<file path="src/rtl/coeff_ram_loader.sv">
// Run-time writable coefficient RAM for the FIR tap sequencer.
// It loads a valid/ready stream of coefficients and gives a one-cycle-latency read port.
module coeff_ram_loader #(
  parameter int DATA_WIDTH = 16,
  parameter int ADDR_WIDTH = 5,
  parameter int NUM_TAPS   = 32
) (
  input  logic                  clk_i,
  input  logic                  rst_i,
  input  logic                  load_start_i,
  input  logic [DATA_WIDTH-1:0] s_data_i,
  input  logic                  s_valid_i,
  input  logic                  s_last_i,
  output logic                  s_ready_o,
  input  logic [ADDR_WIDTH-1:0] rd_addr_i,
  output logic [DATA_WIDTH-1:0] rd_data_o,
  output logic                  busy_o,
  output logic                  done_o,
  output logic                  err_o
);

  localparam int                DEPTH    = 1 << ADDR_WIDTH;
  localparam logic [ADDR_WIDTH:0] LAST_PTR = (ADDR_WIDTH+1)'(NUM_TAPS - 1);
  localparam logic [ADDR_WIDTH:0] PTR_ONE  = (ADDR_WIDTH+1)'(1);

  typedef enum logic [1:0] {
    S_IDLE  = 2'd0,
    S_LOAD  = 2'd1,
    S_DONE  = 2'd2,
    S_ERROR = 2'd3
  } state_t;

  state_t                r_state;
  state_t                w_state_nxt;
  logic [ADDR_WIDTH:0]   r_wr_ptr;
  logic [ADDR_WIDTH:0]   w_wr_ptr_nxt;
  logic                  r_busy;
  logic                  r_done;
  logic                  r_err;
  logic [DATA_WIDTH-1:0] r_rd_data;
  logic [DATA_WIDTH-1:0] r_mem [0:DEPTH-1];
  logic                  w_beat;

  assign w_beat    = s_valid_i & r_busy;
  assign s_ready_o = r_busy;
  assign busy_o    = r_busy;
  assign done_o    = r_done;
  assign err_o     = r_err;
  assign rd_data_o = r_rd_data;

  // Next state and write pointer; early or missing last both end in ERROR
  always_comb begin
    w_state_nxt  = r_state;
    w_wr_ptr_nxt = r_wr_ptr;
    case (r_state)
      S_LOAD: begin
        if (w_beat) begin
          w_wr_ptr_nxt = r_wr_ptr + PTR_ONE;
          if (r_wr_ptr == LAST_PTR) begin
            w_state_nxt = s_last_i ? S_DONE : S_ERROR;
          end else if (s_last_i) begin
            w_state_nxt = S_ERROR;
          end else begin
            w_state_nxt = S_LOAD;
          end
        end else begin
          w_state_nxt = S_LOAD;
        end
      end
      S_IDLE, S_DONE, S_ERROR: begin
        if (load_start_i) begin
          w_state_nxt  = S_LOAD;
          w_wr_ptr_nxt = '0;
        end else begin
          w_state_nxt = r_state;
        end
      end
      default: begin
        w_state_nxt  = S_IDLE;
        w_wr_ptr_nxt = '0;
      end
    endcase
  end

  // State, pointer and status flags decoded from the next state so outputs come straight off flops
  always_ff @(posedge clk_i) begin
    if (rst_i) begin
      r_state  <= S_IDLE;
      r_wr_ptr <= '0;
      r_busy   <= 1'b0;
      r_done   <= 1'b0;
      r_err    <= 1'b0;
    end else begin
      r_state  <= w_state_nxt;
      r_wr_ptr <= w_wr_ptr_nxt;
      r_busy   <= (w_state_nxt == S_LOAD);
      r_done   <= (w_state_nxt == S_DONE);
      r_err    <= (w_state_nxt == S_ERROR);
    end
  end

  // RAM write port; contents survive reset, but a beat in a reset cycle is dropped
  always_ff @(posedge clk_i) begin
    if (!rst_i && w_beat) begin
      r_mem[r_wr_ptr[ADDR_WIDTH-1:0]] <= s_data_i;
    end
  end

  // Read port, read-first against a same-cycle write
  always_ff @(posedge clk_i) begin
    if (rst_i) begin
      r_rd_data <= '0;
    end else begin
      r_rd_data <= r_mem[rd_addr_i];
    end
  end

endmodule
</file>
<file path="config.mk">
export PLATFORM = sky130hd
export DESIGN_NAME = coeff_ram_loader
export DESIGN_NICKNAME = d
export VERILOG_FILES = /design/src/rtl/coeff_ram_loader.sv
export SDC_FILE = /design/constraint.sdc
export NUM_CORES = 1
export LEC_CHECK = 0
export BUFFER_PORTS_ARGS = -buffer_cell sky130_fd_sc_hd__buf_4
export CORE_ASPECT_RATIO = 1.5
export CORE_MARGIN = 5
export CORE_UTILIZATION = 62
export CTS_CLUSTER_DIAMETER = 120
export DETAILED_ROUTE_END_ITERATION = 12
export PLACE_DENSITY_LB_ADDON = 0.12
export SLEW_MARGIN = 40
export SYNTH_ARGS = -nofsm -noshare
export SYNTH_HDL_FRONTEND = slang
export SYNTH_SLANG_ARGS = --single-unit
export TNS_END_PERCENT = 20
</file>
<file path="constraint.sdc">
create_clock -name clk_i -period 2.84 [get_ports clk_i]
set_input_delay 0.284 -clock clk_i [delete_from_list [all_inputs] [get_ports clk_i]]
set_output_delay 0.284 -clock clk_i [all_outputs]
set_load 0.1 [all_outputs]
</file>
Yosys cells after proc, flatten, opt, wreduce, memory -nomap -nowiden:

Memory sizes are Yosys's and may differ from the RTL's. A register that Yosys moved wholly into a read port is not among the register bits.
Cells that the tools add are included.

* bits in registers: 11
* RAM bits: 512
* input port bits: 26
* output and inout bits: 20
* memories: 1

Memory list
* r_mem: words 32, bits a word 16, read ports 1, clocked after memory_dff 1, wr ports 1, RTL line 41 `logic [DATA_WIDTH-1:0] r_mem [0:DEPTH-1];`

* add/sub/neg operators: 1
* equal/unequal tests: 9
* mux-type cells: 11
* bitwise gates (word level): 1
* reductions and logical operators: 5

Operators by type and width (count)
* two-way mux 6 bit: 2
* one-hot mux 6 bit (2 select lines): 1
* equality test 2 bit, second input constant: 4
* two-way mux 2 bit: 4
* adder 6 x 1 -> 6 bit, second input constant: 1
* equality test 6 x 5 -> 1 bit, second input constant: 1
* equality test 2 x 1 -> 1 bit, second input constant: 2
* != test 2 bit, second input constant: 2
* one-hot mux 2 bit (2 select lines): 1
* two-way mux 1 bit: 3
* OR reduction 3 bit: 1
* zero test 2 bit: 1
* AND reduction 2 bit: 1
* bitwise AND 1 bit: 1
* logical AND 1 bit: 1
* zero test 1 bit: 1

Logic depth before layout (Yosys ltp):

Gate-level depths: netlist of run 1.

* word-level depth: 5
* mapped depth: 7
* mapped depth without buffers: 4

Worst setup path after synthesis of run 1:

OpenSTA, ideal clock, no wires.

* kind: reg-to-reg
* start: register r_busy (netlist: busy_o)
* end: memory r_mem[29][0] (enable)
* setup time: 0.388 ns
* data arrival time: 2.240 ns
* data required time: 2.452 ns
* setup slack: 0.211 ns
* stages on the path, launching flop included: 5
* buffers on the path: 0
* path through: dfxtp_1 -> nand2_1 -> nor2_1 -> nand2_1 -> nor2_1

* word-level cells in the longest chain between the ends: 4

RTL lines
* from (decl): RTL line 37 `logic r_busy;`
* from (signal assigned): RTL line 96 `r_busy <= (w_state_nxt == S_LOAD);`
* bitwise AND 1 bit: RTL line 44 `assign w_beat = s_valid_i & r_busy;`
* logical AND 1 bit: RTL line 104 `if (!rst_i && w_beat) begin`
* two-way mux 1 bit: RTL line 104
* two-way mux 1 bit (implied by the code): RTL line 105 `r_mem[r_wr_ptr[ADDR_WIDTH-1:0]] <= s_data_i;`
* to (decl): RTL line 41

Every way passes these cells.

Worst setup path after layout of run 1:

* start: register r_busy (netlist: busy_o)
* end: memory r_mem[1][14] (enable)

The elaborated chain is that of the path after synthesis.

==> flow_summary.yaml, run 1 <==
status:
  status: "finished clean"
power:
  power.density_mw_per_mm2: 681.0
  vdd_drop_max_mv: 0.5285
  power_leakage_nw: 7.621
sta:
  fin_setup_tns_ns: 0
  max_slew_margin: 0.4853
  rsz0062_at_grt: "no"
  max_freq_mhz: 486.5
  tightest_slew_ns: 0.7685
  drv_slew: 0
  setup_viol: 0
  fin_crit_sh: 0.7238
  hold_viol: 0
  skew_ns: 0.01478
  finalWorstSetupSlack_ns: 0.7843
  period_needed_ns: 2.056
cells_and_area:
  drive_gt1_frac: 0.2408
  final_cell_mix: "edfxtp_1 (512), buf_4 (95), mux4_2 (83)"
  layout.nets: 1078
  final_common_cell: "edfxtp_1"
  area_growth_pct: 11.79
  diodes: 0
placement:
  post-place-ws_ns: 0.3264
  place.gp.congestion: 0.8633
  dpl.hpwl_um: 27600
  port_buffers: 45
synthesis:
  yosysTopAreaCell: "edfxtp_1"
  yosys_warnings: 0
  syn_avg_cell_area_um2: 21.83
  netlist_area_mm2: 0.02074
  synthTopCellsByArea: "edfxtp_1 (74%), mux4_2 (9.0%), mux4_1 (3.7%), mux2i_1 (3.1%), dfxtp_1 (2.6%)"
  yosys_most_used_dff: "edfxtp_1"
  async_reset_ff_frac: 0
  synth_nets: 980
  ys_types: 43
  syn-instance-count: 950
  seq_area_frac_synth: 0.7673
  synth_edf_count: 512
  synth_top_area_share: 0.7412
  synth-seq-cells: 539
cts:
  cts_root_buf: "clkbuf_16"
  cts.sinks: 539
  cts_hold_buf: 0
  ctsResizeCount: 0
  cts_buffers: 46
  h-tree-depth: 2
  post-cts-setup-buffer-count: 0
  clk_path_buf_depth: 3
  insertion_delay_ns: 0.56
  clk_pin_slew_ns: 0.07
  cts_tree: "yes"
critical_path:
  required_ns: 3.08
  path_class: "reg2reg"
  end_kind: "register"
  crit_path_max_fanout: 14
  crit_arrival_ns: 2.29
  worst_setup_path_start_kind: "register"
die:
  dieArea_mm2: 0.03729
  fp-row-count: 82
  die_h_um: 234.0
  fp.dieW_um: 159.3
  start_util: 0.6240
  core-area_mm2: 0.03324
  num_io_pins: 46
global_route:
  grt_usage: 0.2469
  grt_pass1_wl_um: 67050
  grt_use_met3: 0.03341
  grt_start_max_net_pins: 44
  use_met2: 0.4259
  met1_usage: 0.3319
  busiest_layer: "met2"
  overflow: 0
  grt_pass1_vias: 10130
  antenna_found_initial: 0
route:
  vias: 9885
  routed_wl_um: 45460
  drt_iter0_drc: 943
  viasPerCell: 6.572
  first_pass_iters: 7
  wl_per_cell_um: 30.23
  ant_nets: 0
  drcViolationCount: 0
flow_run:
  cap_violations: 0
worst_hold_path:
  worstHoldPathType: "in2reg"
logic make-up after synthesis:
| group | after synthesis | share of synthesized area |
|---|---|---|
| buffers and inverters | 58 | 0.02147 |
| and+or+nand+nor | 82 | 0.01840 |
| DFF | 539 | 0.7673 |
| AOI/OAI and AO/OA | 90 | 0.03221 |
| muxes | 177 | 0.1582 |
| adders and majority gates | 4 | 0.002413 |
registers in the layout, summed over array words and instances (netlist names):
name and count:
r_wr_ptr 6, done_o 1, rd_data_o 16, err_o 1
busy_o 1, r_state 2, r_mem 512
cell usage after synthesis, types with 4 or more instances:
| library cell | count |
|---|---|
| edfxtp_1 | 512 |
| mux4_2 | 83 |
| mux2i_1 | 65 |
| nor2_1 | 42 |
| mux4_1 | 29 |
| dfxtp_1 | 27 |
| a22oi_1 | 17 |
| nand2_1 | 17 |
| a221o_1 | 16 |
| a31oi_1 | 16 |
| o21ai_0 | 14 |
| a221oi_1 | 12 |
| buf_4 | 12 |
| clkbuf_1 | 12 |
| buf_6 | 11 |
| buf_2 | 10 |
| a21oi_1 | 6 |
| ha_1 | 4 |
| inv_1 | 4 |
| o2111ai_1 | 4 |
layer usage:
metal,share of wire,vias up
met2,0.52,393
met3,0.063,76
met4,0.035,0
li1,-,4205
met5,0,-
met1,0.38,5211
per-stage QoR:
stage	hold slack (ns)	total power, mW	util	area (µm²)	instances
2_1_floorplan	0.3829	9.478	-	20740	950
3_3_place_gp	0.4578	9.809	0.6527	21700	1420
3_5_place_dp	0.4832	9.825	0.6529	21700	1420
4_1_cts	0.01743	15.89	0.6975	23190	1504
5_1_grt	0.04867	16.23	0.6975	23190	1504
6_report	0.04043	15.79	0.6975	23190	1504
critical path: stages (launching register included):
cell	delay (ns)
dfxtp_1	0.38
nand2_1	0.10
nor2_1	0.21
nand2_1	0.35
nor2_1	0.36
buf_4	0.33
final timing paths:
kind                       startpoint                  endpoint  slack (ns)  cells past startpoint
min                      load_start_i         done_o$_SDFF_PP0_        0.04                      3
max reg2reg         busy_o$_SDFF_PP0_    r_mem[1][14]$_DFFE_PP_        0.78                      5
min reg2reg  r_wr_ptr[5]$_SDFFE_PP0P_  r_wr_ptr[5]$_SDFFE_PP0P_        0.50                      2
max                 busy_o$_SDFF_PP0_    r_mem[1][14]$_DFFE_PP_        0.78                      5
area by class of cell:
| class | instances | area (µm²) |
|---|---|---|
| clock buffer | 71 | 1369 |
| clock inverter | 13 | 116.4 |
| fill | 2012 | 10050 |
| inverter | 5 | 18.77 |
| multi-input combinational | 353 | 4387 |
| sequential | 539 | 15920 |
| tap | 420 | 525.5 |
| timing repair buffer | 103 | 855.8 |
where the power goes:
| group | total (mW) | internal, mW | switching, mW | leakage (nW) |
|---|---|---|---|---|
| logic | 0.908 | 0.292 | 0.616 | 2.07 |
| clock network | 6.15 | 3.50 | 2.64 | 0.729 |
| registers | 8.73 | 8.72 | 0.0180 | 4.82 |
(Power assumes the default switching activity.)
==> inputs of run 2 (changes only) <==
ABC_AREA = 1   (was not set)
clock period = 2.1 ns   (was 2.84 ns; I/O delays follow)
==> flow_summary.yaml, run 2 <==
status:
  status: "finished clean"
cells_and_area:
  nFillCells: 2581
  final_cell_mix: "nand2_1 (650), edfxtp_1 (512), nand3_1 (364)"
  largest_register_ffs: 512
  final_common_cell: "nand2_1"
  final_cells: 2441
  area_growth_pct: 11.77
  layout.nets: 1962
  drive_gt1_frac: 0.1179
  finish.instance_area_mm2: 0.02440
sta:
  drv_slew: 0
  hold_viol: 0
  setup_viol: 0
  holdWs_ns: 0.03738
  period_needed_ns: 1.951
  skew_ns: 0.02504
  finalWorstSetupSlack_ns: 0.1492
  max_freq_mhz: 512.6
  fin_crit_sh: 0.9290
  tightest_slew_ns: 0.5872
  rsz0062_at_grt: "no"
  max_slew_margin: 0.6085
  fin_setup_tns_ns: 0
power:
  vdd_drop_max_mv: 0.7261
  power_leakage_nw: 8.940
  power.density_mw_per_mm2: 894.2
placement:
  dpl.hpwl_um: 34710
  post-place-ws_ns: 0.1717
  dpl.cell_count: 2352
  port_buffers: 45
  place.gp.congestion: 0.8986
  post_dp_cell_area_mm2: 0.02288
synthesis:
  syn_avg_cell_area_um2: 11.71
  synthTopCellsByArea: "edfxtp_1 (70%), nand2_1 (11%), nand3_1 (8.3%), dfxtp_1 (2.5%), nor2_1 (2.2%)"
  async_reset_ff_frac: 0
  ys_types: 21
  synth_edf_count: 512
  synth_common_cells: "nand2_1 (650), edfxtp_1 (512), nand3_1 (364)"
  netlist_area_mm2: 0.02183
  seq_area_frac_synth: 0.7291
  yosysTopAreaCell: "edfxtp_1"
  yosys_most_used_dff: "edfxtp_1"
  synth_top_area_share: 0.7043
  synth-seq-cells: 539
  yosysMostFrequentCell: "nand2_1"
  synth_nets: 1894
  syn-instance-count: 1864
  yosys_warnings: 0
cts:
  cts.sinks: 539
  cts_buffers: 48
  cts_root_buf: "clkbuf_16"
  clk_path_buf_depth: 3
  h-tree-depth: 2
  cts_tree: "yes"
  insertion_delay_ns: 0.57
  post-cts-setup-buffer-count: 0
  clk_pin_slew_ns: 0.06
die:
  core-area_mm2: 0.03489
  die_h_um: 239.8
  num_io_pins: 46
  start_util: 0.6256
  dieArea_mm2: 0.03914
  fp.dieW_um: 163.2
  fp-row-count: 84
route:
  wl_per_cell_um: 23.53
  routed_wl_um: 57430
  drt_iter0_drc: 1487
  ant_nets: 0
  vias: 14520
  viasPerCell: 5.950
  first_pass_iters: 6
  drcViolationCount: 0
critical_path:
  path_class: "reg2reg"
  worst_setup_path_start_kind: "register"
  end_kind: "register"
  crit_arrival_ns: 2.45
  required_ns: 2.60
  crit_path_max_fanout: 5
global_route:
  grt_start_max_net_pins: 79
  grt_pass1_vias: 14180
  grt_usage: 0.2957
  grt_pass1_wl_um: 85510
  overflow: 0
  antenna_found_initial: 0
flow_run:
  cap_violations: 0
worst_hold_path:
  worstHoldPathType: "in2reg"
-- run 2: changes by cell type after synthesis, moves of 15 or more --
cell,change
a221o_1,-16
a22oi_1,-17
a31oi_1,-15
buf_2,+18
buf_4,+17
buf_6,+15
mux2i_1,-65
mux4_1,-29
mux4_2,-83
nand2_1,+633
nand3_1,+362
nor2_1,+86
-- run 2: area by class of cell --
type,instances,area [µm²],area share
clock buffer,60,1308,0.05359
inverter,16,67.56,0.002769
sequential,539,15920,0.6524
clock inverter,25,181.4,0.007436
antenna,1,2.502,0.0001026
multi-input combinational,1199,5144,0.2108
timing repair buffer,128,1187,0.04867
tap,473,591.8,0.02426
-- run 2: metal layers --
layer  global-route usage  vias up  share of wire
met5                    0        -              0
met4               0.1582        0          0.062
met3              0.03632      168          0.071
met2               0.4889      722           0.49
met1               0.3863     7034           0.37
li1                     -     6600              -
-- run 2: through the flow --
| step | util | power [mW] |
|---|---|---|
| final | 0.6992 | 21.82 |
| after global placement | 0.6556 | 13.63 |
| after CTS | 0.6992 | 21.89 |
| after global routing | 0.6992 | 22.47 |
| after detailed placement | 0.6556 | 13.65 |
| after floorplan | - | 13.02 |
-- run 2: kinds of logic after synthesis --
| group | count (synthesis) | synth area share |
|---|---|---|
| buf+inv | 126 | 0.03892 |
| simple gates | 1147 | 0.2186 |
| flops | 539 | 0.7291 |
| compound gates | 48 | 0.01106 |
| fa+ha+maj | 4 | 0.002293 |
-- run 2: final timing paths --
check                                              start                        to  slack (ns)  cells after the start
worst max-delay path            r_wr_ptr[0]$_SDFFE_PP0P_         done_o$_SDFF_PP0_        0.15                      8
worst min-delay path                            s_last_i         busy_o$_SDFF_PP0_        0.04                      4
worst max register to register  r_wr_ptr[0]$_SDFFE_PP0P_         done_o$_SDFF_PP0_        0.15                      8
worst min register to register  r_wr_ptr[1]$_SDFFE_PP0P_  r_wr_ptr[1]$_SDFFE_PP0P_        0.50                      2
-- run 2: worst max-delay path, cell delays in order, from the launching register on --
cell	delay [ns]
dfxtp_1	0.40
ha_1	0.24
nand3_1	0.11
nor2_1	0.16
nand3_1	0.08
o21ai_0	0.17
nand2_1	0.10
nor2_1	0.09
dlygate4sd3_1	0.54
-- run 2: report_power, final --
| part | switching (mW) | internal, mW | leakage, nW | total [mW] |
|---|---|---|---|---|
| clock | 3.73 | 4.65 | 0.734 | 8.38 |
| sequential | 0.0324 | 11.8 | 4.82 | 11.8 |
| combinational | 1.22 | 0.389 | 3.38 | 1.61 |
-- run 2: what timing repair did --
| item | in CTS | in global routing |
|---|---|---|
| hold buffers | 3 | 0 |
| gates resized for setup | 0 | 0 |
| hold endpoints to repair | 5 | 0 |
